--- src/rtl/seg7_pkg.sv ---
// -----------------------------------------------------------------------------
// seg7_pkg
// Shared definitions for the multiplexed seven-segment scan driver:
//   - slot_e    : scan slot encodings (S_D1 = rightmost digit .. S_D4 = leftmost)
//   - bcd_t     : one BCD digit
//   - seg_t     : segment vector {g,f,e,d,c,b,a}, active-low
//   - SEG_BLANK : all segments dark
//   - SEG_DASH  : only segment g lit, used for non-BCD codes
//   - digit_pattern() : active-low pattern for a digit, dash for codes 10-15
// -----------------------------------------------------------------------------
package seg7_pkg;

   typedef enum logic [1:0] {
      S_D1 = 2'd0,
      S_D2 = 2'd1,
      S_D3 = 2'd2,
      S_D4 = 2'd3
   } slot_e;

   typedef logic [3:0] bcd_t;
   typedef logic [6:0] seg_t;

   localparam seg_t SEG_BLANK = 7'h7F;
   localparam seg_t SEG_DASH  = 7'h3F;

   function automatic seg_t digit_pattern(input bcd_t d);
      seg_t p;
      case (d)
         4'd0:    p = 7'b1000000;
         4'd1:    p = 7'b1111001;
         4'd2:    p = 7'b0100100;
         4'd3:    p = 7'b0110000;
         4'd4:    p = 7'b0011001;
         4'd5:    p = 7'b0010010;
         4'd6:    p = 7'b0000010;
         4'd7:    p = 7'b1111000;
         4'd8:    p = 7'b0000000;
         4'd9:    p = 7'b0010000;
         default: p = SEG_DASH;
      endcase
      return p;
   endfunction

endpackage

--- src/rtl/seg7_scan_driver_if.sv ---
// -----------------------------------------------------------------------------
// seg7_scan_driver_if
// Digit interface between the watch/timer core and the display scan driver,
// plus the display-side pins.
//   y1..y4 : BCD digits, y1 least significant (rightmost)
//   alarm  : timer expired flag (led1), makes the display blink
//   seg    : segments {g,f,e,d,c,b,a}, active-low
//   dp     : decimal point, active-low
//   an     : digit anodes, active-low, an[0] selects y1
// Modports:
//   master : timer side, drives digits and alarm, observes the display pins
//   slave  : scan driver, consumes digits and alarm, drives the display pins
// -----------------------------------------------------------------------------
interface seg7_scan_driver_if;
   import seg7_pkg::*;

   bcd_t       y1;
   bcd_t       y2;
   bcd_t       y3;
   bcd_t       y4;
   logic       alarm;
   seg_t       seg;
   logic       dp;
   logic [3:0] an;

   modport master (
      output y1, y2, y3, y4, alarm,
      input  seg, dp, an
   );

   modport slave (
      input  y1, y2, y3, y4, alarm,
      output seg, dp, an
   );

endinterface

--- src/rtl/bcd_to_seg7.sv ---
// -----------------------------------------------------------------------------
// bcd_to_seg7
// Combinational BCD to seven-segment decoder.
//   bcd : 4-bit input code
//   seg : {g,f,e,d,c,b,a}, active-low; codes 10-15 show a dash (g only)
// -----------------------------------------------------------------------------
module bcd_to_seg7
   import seg7_pkg::*;
(
   input  bcd_t bcd,
   output seg_t seg
);

   assign seg = (bcd > 4'd9) ? SEG_DASH : digit_pattern(bcd);

endmodule

--- src/rtl/seg7_scan_driver.sv ---
// -----------------------------------------------------------------------------
// seg7_scan_driver
// Drives a 4-digit common-anode multiplexed seven-segment display from the
// four BCD digits of the timer core.
//   clk : system clock
//   rst : synchronous, active-high reset
//   bus : seg7_scan_driver_if.slave (y1..y4, alarm in; seg, dp, an out)
// Parameters:
//   SCAN_DIV    : clocks per digit slot (>= 1)
//   BLINK_SLOTS : digit slots per blink half-period while alarm is set (>= 1)
//   LZ_BLANK    : 1 blanks leading zeros, 0 shows all four digits
// The digits and alarm are sampled once per frame, on the tick that moves the
// scan from S_D4 back to S_D1, so a frame never mixes old and new values.
// -----------------------------------------------------------------------------
module seg7_scan_driver
   import seg7_pkg::*;
#(
   parameter int SCAN_DIV    = 50000,
   parameter int BLINK_SLOTS = 256,
   parameter int LZ_BLANK    = 1
) (
   input  logic               clk,
   input  logic               rst,
   seg7_scan_driver_if.slave  bus
);

   localparam int PW = (SCAN_DIV > 1) ? $clog2(SCAN_DIV) : 1;
   localparam int BW = (BLINK_SLOTS > 1) ? $clog2(BLINK_SLOTS) : 1;
   localparam logic [PW-1:0] PRESC_MAX = PW'(SCAN_DIV - 1);
   localparam logic [BW-1:0] BLINK_MAX = BW'(BLINK_SLOTS - 1);

   // ---------------------------------------------------------------- prescaler
   logic [PW-1:0] presc_reg;
   logic          tick;

   assign tick = (presc_reg == PRESC_MAX);

   always_ff @(posedge clk) begin
      if (rst)
         presc_reg <= '0;
      else if (tick)
         presc_reg <= '0;
      else
         presc_reg <= presc_reg + PW'(1);
   end

   // ------------------------------------------------------- slot state machine
   slot_e slot_reg;
   slot_e slot_next;
   logic  frame_end;

   always_ff @(posedge clk) begin
      if (rst)
         slot_reg <= S_D1;
      else
         slot_reg <= slot_next;
   end

   always_comb begin
      slot_next = slot_reg;
      if (tick) begin
         case (slot_reg)
            S_D1:    slot_next = S_D2;
            S_D2:    slot_next = S_D3;
            S_D3:    slot_next = S_D4;
            default: slot_next = S_D1;
         endcase
      end
   end

   assign frame_end = tick && (slot_reg == S_D4);

   // --------------------------------------------------------- shadow snapshot
   bcd_t shadow_reg [4];
   logic alarm_shadow_reg;
   bcd_t y_in [4];

   assign y_in[0] = bus.y1;
   assign y_in[1] = bus.y2;
   assign y_in[2] = bus.y3;
   assign y_in[3] = bus.y4;

   always_ff @(posedge clk) begin
      if (rst) begin
         for (int i = 0; i < 4; i++)
            shadow_reg[i] <= '0;
         alarm_shadow_reg <= 1'b0;
      end else if (frame_end) begin
         for (int i = 0; i < 4; i++)
            shadow_reg[i] <= y_in[i];
         alarm_shadow_reg <= bus.alarm;
      end
   end

   // ------------------------------------------------------------------- blink
   logic [BW-1:0] blink_cnt_reg;
   logic          blink_on_reg;
   logic          phase_on;

   always_ff @(posedge clk) begin
      if (rst) begin
         blink_cnt_reg <= '0;
         blink_on_reg  <= 1'b1;
      end else if (!alarm_shadow_reg) begin
         blink_cnt_reg <= '0;
         blink_on_reg  <= 1'b1;
      end else if (tick) begin
         if (blink_cnt_reg == BLINK_MAX) begin
            blink_cnt_reg <= '0;
            blink_on_reg  <= ~blink_on_reg;
         end else begin
            blink_cnt_reg <= blink_cnt_reg + BW'(1);
         end
      end
   end

   // The phase register only catches up one clock after the alarm drops;
   // qualifying it here makes the display come back in that very cycle.
   assign phase_on = blink_on_reg || !alarm_shadow_reg;

   // ------------------------------------------------ blanking and anode select
   // digit_zero[k]: shadow digit k is zero. Slot k is blanked when it and every
   // more-significant digit are zero; slot 0 always shows.
   logic [3:1] digit_zero;
   logic [3:0] slot_blank;
   logic [3:0] an_sel;

   assign slot_blank[0] = 1'b0;

   generate
      for (genvar gi = 1; gi < 4; gi++) begin : g_blank
         assign digit_zero[gi] = (shadow_reg[gi] == 4'd0);
         assign slot_blank[gi] = (LZ_BLANK != 0) && (&digit_zero[3:gi]);
      end
      for (genvar gi = 0; gi < 4; gi++) begin : g_anode
         assign an_sel[gi] = (slot_reg != slot_e'(gi));
      end
   endgenerate

   // ------------------------------------------------------------------ decode
   bcd_t cur_digit;
   seg_t cur_seg;

   assign cur_digit = shadow_reg[slot_reg];

   bcd_to_seg7 u_dec (
      .bcd (cur_digit),
      .seg (cur_seg)
   );

   // ----------------------------------------------------------- output logic
   logic [3:0] an_reg;
   logic [3:0] an_next;
   seg_t       seg_reg;
   seg_t       seg_next;
   logic       dp_reg;
   logic       dp_next;

   always_comb begin
      an_next  = an_sel;
      seg_next = cur_seg;
      dp_next  = (slot_reg == S_D3) ? 1'b0 : 1'b1;
      if (slot_blank[slot_reg] || !phase_on) begin
         an_next  = 4'hF;
         seg_next = SEG_BLANK;
         dp_next  = 1'b1;
      end
   end

   always_ff @(posedge clk) begin
      if (rst) begin
         an_reg  <= 4'hF;
         seg_reg <= SEG_BLANK;
         dp_reg  <= 1'b1;
      end else begin
         an_reg  <= an_next;
         seg_reg <= seg_next;
         dp_reg  <= dp_next;
      end
   end

   assign bus.an  = an_reg;
   assign bus.seg = seg_reg;
   assign bus.dp  = dp_reg;

endmodule
--- src/flat_wrapper.sv ---
// flat-port wrapper written by rule: the top's interface ports become plain ports
module seg7_scan_driver_flat import seg7_pkg::*;
#(
   parameter int SCAN_DIV    = 50000,
   parameter int BLINK_SLOTS = 256,
   parameter int LZ_BLANK    = 1
)
  (clk, rst, bus_y1, bus_y2, bus_y3, bus_y4, bus_alarm, bus_seg, bus_dp, bus_an);
  seg7_scan_driver_if bus_i ();
  input  logic clk;
  input  logic rst;
  input wire logic [$bits(bus_i.y1)-1:0] bus_y1;
  input wire logic [$bits(bus_i.y2)-1:0] bus_y2;
  input wire logic [$bits(bus_i.y3)-1:0] bus_y3;
  input wire logic [$bits(bus_i.y4)-1:0] bus_y4;
  input wire logic [$bits(bus_i.alarm)-1:0] bus_alarm;
  output wire logic [$bits(bus_i.seg)-1:0] bus_seg;
  output wire logic [$bits(bus_i.dp)-1:0] bus_dp;
  output wire logic [$bits(bus_i.an)-1:0] bus_an;
  assign bus_i.y1 = bus_y1;
  assign bus_i.y2 = bus_y2;
  assign bus_i.y3 = bus_y3;
  assign bus_i.y4 = bus_y4;
  assign bus_i.alarm = bus_alarm;
  assign bus_seg = bus_i.seg;
  assign bus_dp = bus_i.dp;
  assign bus_an = bus_i.an;
  seg7_scan_driver #(.SCAN_DIV(SCAN_DIV), .BLINK_SLOTS(BLINK_SLOTS), .LZ_BLANK(LZ_BLANK)) u_core (.clk(clk), .rst(rst), .bus(bus_i));
endmodule
--- config.mk ---
export PLATFORM = sky130hd
export DESIGN_NAME = seg7_scan_driver_flat
export DESIGN_NICKNAME = d
export VERILOG_FILES = /design/src/rtl/seg7_pkg.sv /design/src/rtl/seg7_scan_driver_if.sv /design/src/rtl/bcd_to_seg7.sv /design/src/rtl/seg7_scan_driver.sv /design/src/flat_wrapper.sv
export SDC_FILE = /design/constraint.sdc
export NUM_CORES = 1
export LEC_CHECK = 0
export ABC_AREA = 0
export CORE_UTILIZATION = 45
export CTS_CLUSTER_SIZE = 24
export DETAILED_ROUTE_END_ITERATION = 8
export PLACE_DENSITY = 0.72
export SLEW_MARGIN = 25
export SYNTH_ARGS = -nofsm -noshare
export SYNTH_HDL_FRONTEND = slang
export SYNTH_SLANG_ARGS = --single-unit
--- constraint.sdc ---
create_clock -name clk -period 2.6 [get_ports clk]
set_input_delay 0.52 -clock clk [delete_from_list [all_inputs] [get_ports clk]]
set_output_delay 0.52 -clock clk [all_outputs]
set_load 0.005 [all_outputs]
==> out/qor.csv <==
metric,value,unit
Max-Cap Viols,0,
Die Y,77.6,µm
Switching Share,0.194,
final hold violations,0,
Final Critical Period,2.18,ns
first-pass GRT wire length,7870,µm
placed cells,345,
RR Endpoint,u_core.bus.seg[0],
# rows,27,
Synth Register Bits,57,
Setup CP Type,flip-flop to flip-flop,
HPWL after DPL,3240,µm
Register Area,1300,µm²
CTS max path bufs,2,
starting density of the core,0.467,
Pre-antenna DRT Iters,4,
most frequent cells in the layout,"dfxtp_1, clkdlybuf4s50_1, nor2_1",
share of cells above drive strength 1,0.0865,
Final nets,314,
Hold Crit Class,flip-flop to flip-flop,
sequential share of the synthesized area,0.506,
synth unique cells,45,
Die Area,6020,µm²
# port buffers,30,
FMAX,0.459,GHz
synth warn,0,
vias per cell,5.17,
Worst Skew,0.00826,ns
final setup vio count,0,
hold_sp,u_core.blink_cnt_reg[1],
core area,5510,µm²
Multi-input gate area,1170,µm²
post-route insts no fill,361,
"Async S/R FF share, synth",0,
vias in the first global route,1786,
Int Pwr,1.53,mW
CP endpoint kind,flip-flop,
flop2flop setup slack,0.42,ns
CP startpoint kind,flip-flop,
Critical Path RT,2.81,ns
pin count of the biggest net entering global routing,17,
status,"complete, no violations",
initial antenna violation count,0,
PD cells,601,nW/µm²
Final TNS setup,0,ns
sequential power share,0.496,
syn nets,280,
CTS sink cnt,57,
gpl congestion,0.766,
via count,1866,
hold path endpoint,u_core.blink_cnt_reg[1],
antenna cell count,0,
Final ANT Viol Nets,0,
Psw,0.367,mW
Pleak,1.15,nW
# IOs,31,
"EDFF count, synth",16,
# DRC,0,
final worst-path cycle share,0.839,
"Top FF cell, synth",dfxtp_1,
syn_area_per_cell,10.3,µm²
"Cell Area, Synth",2570,µm²
Post-Syn Instances,250,
Hold Crit Depth,2,
Crit Path Max Fanout,5,
CTS tree,yes,
Resized cells post-CTS,0,
VDD IR max,369,µV
clock slew seen by the registers of the worst setup and hold paths,0.06,ns
total chip power,1.89,mW
H-tree levels,3,
Rel. slew slack,0.613,
worst hold slack,0.475,ns
initial DRC count,63,
Tot GR Track Use,0.168,
Root Buffer,clkbuf_8,
Num CTS Buffers,9,
clock share of power,0.459,
Post-Route WL,4440,µm
hold_buf cts,0,
Comb power frac,0.045,
"Slew Viols, Final",0,
Area Overhead vs Synth,22.5,%
filler cell count,461,
"Arr. time, crit path",2.39,ns
average routed wire per standard cell,12.3,µm
Post-CTS Setup Inserts,0,
die width,77.6,µm
"most common cell after layout, fill and taps aside",dfxtp_1,
RSZ-0062 raised after global routing,no,
worst slew pin tran,0.581,ns
R2R cell count,7,
GR Overflow Total,0,
Skew-Pair Late Insertion Delay,0.33,ns
[worst max-delay path: stages, from the launching register on]
cell     delay, ns
dfxtp_1       0.46
mux4_2        0.60
inv_1         0.13
ha_1          0.21
nor2_1        0.07
o31ai_1       0.23
o311a_2       0.27
o21ai_0       0.09
[synth_stat cells, drive strengths merged (2+ instances only)]
master  count  area, µm²
a311oi      2       17.5
dfxtp      41        821
clkbuf      3       11.3
o31ai       5       37.5
mux4        4       90.1
edfxtp     16        480
ha         11        138
nor3        6       35.0
a21oi      11       55.1
and4        2       17.5
xor2        4       35.0
nor4        7       58.8
nand4       6       43.8
and3        2       12.5
and2       16        100
nand3       9       45.0
mux2i       2       20.0
buf         6       32.5
nor2       23       86.3
xnor2      11       96.3
o21ai       9       45.0
nand2b      2       12.5
nand2      18       67.6
or4         4       30.0
inv        15       56.3
[power groups by stage]
stage          sequential (mW)  clock (mW)  combinational (mW)
3_5_place_dp             0.959           0              0.0860
3_3_place_gp             0.957           0              0.0836
2_1_floorplan            0.957           0              0.0358
5_1_grt                  0.941       0.933              0.0941
4_1_cts                  0.939       0.896              0.0862
6_report                 0.939       0.869              0.0852
[metal layers]
layer / up-vias / GRT usage / share of wire
li1: 955 / - / -
met1: 868 / 0.210 / 0.48
met2: 35 / 0.263 / 0.47
met3: 8 / 0.0553 / 0.036
met4: 0 / 0.0736 / 0.021
met5: - / 0 / 0
[kinds of logic (layout without fill, tap and decap cells)]
logic type | count (synthesis) | after routing | synth area share
xor gates and xnor gates | 15 | 15 | 0.0511
adders and majority gates | 11 | 11 | 0.0535
muxes | 6 | 6 | 0.0428
and+or+nand+nor | 101 | 101 | 0.217
AOI/OAI and AO/OA | 36 | 36 | 0.0910
DFF | 57 | 57 | 0.506
buffers and inverters | 24 | 63 | 0.0389
[metrics by stage]
step | util | cell area [µm²] | setup slack [ns]
2_1_floorplan | - | 2570 | 0.626
3_3_place_gp | 0.533 | 2930 | 0.541
3_5_place_dp | 0.533 | 2930 | 0.418
4_1_cts | 0.572 | 3150 | 0.417
5_1_grt | 0.572 | 3150 | 0.238
6_report | 0.572 | 3150 | 0.420
[final cells by class]
| cell class | instances | share of cell area |
|---|---|---|
| Sequential cell | 57 | 0.413 |
| Multi-Input combinational cell | 169 | 0.372 |
| Timing Repair Buffer | 32 | 0.100 |
| Clock buffer | 14 | 0.0580 |
| Tap cell | 72 | 0.0286 |
| Inverter | 15 | 0.0179 |
| Clock inverter | 2 | 0.0111 |
[how the worst max path moves through the flow]
stage	endpoint	slack, ns	cells past startpoint
floorplan	u_core.bus.seg[0]	0.63	7
global placement	u_core.bus.seg[0]	0.54	7
detailed placement	u_core.bus.seg[0]	0.42	7
CTS	u_core.bus.seg[0]	0.42	7
global route	u_core.bus.seg[0]	0.24	7
finish	u_core.bus.seg[0]	0.42	7
(Power assumes the default switching activity.)
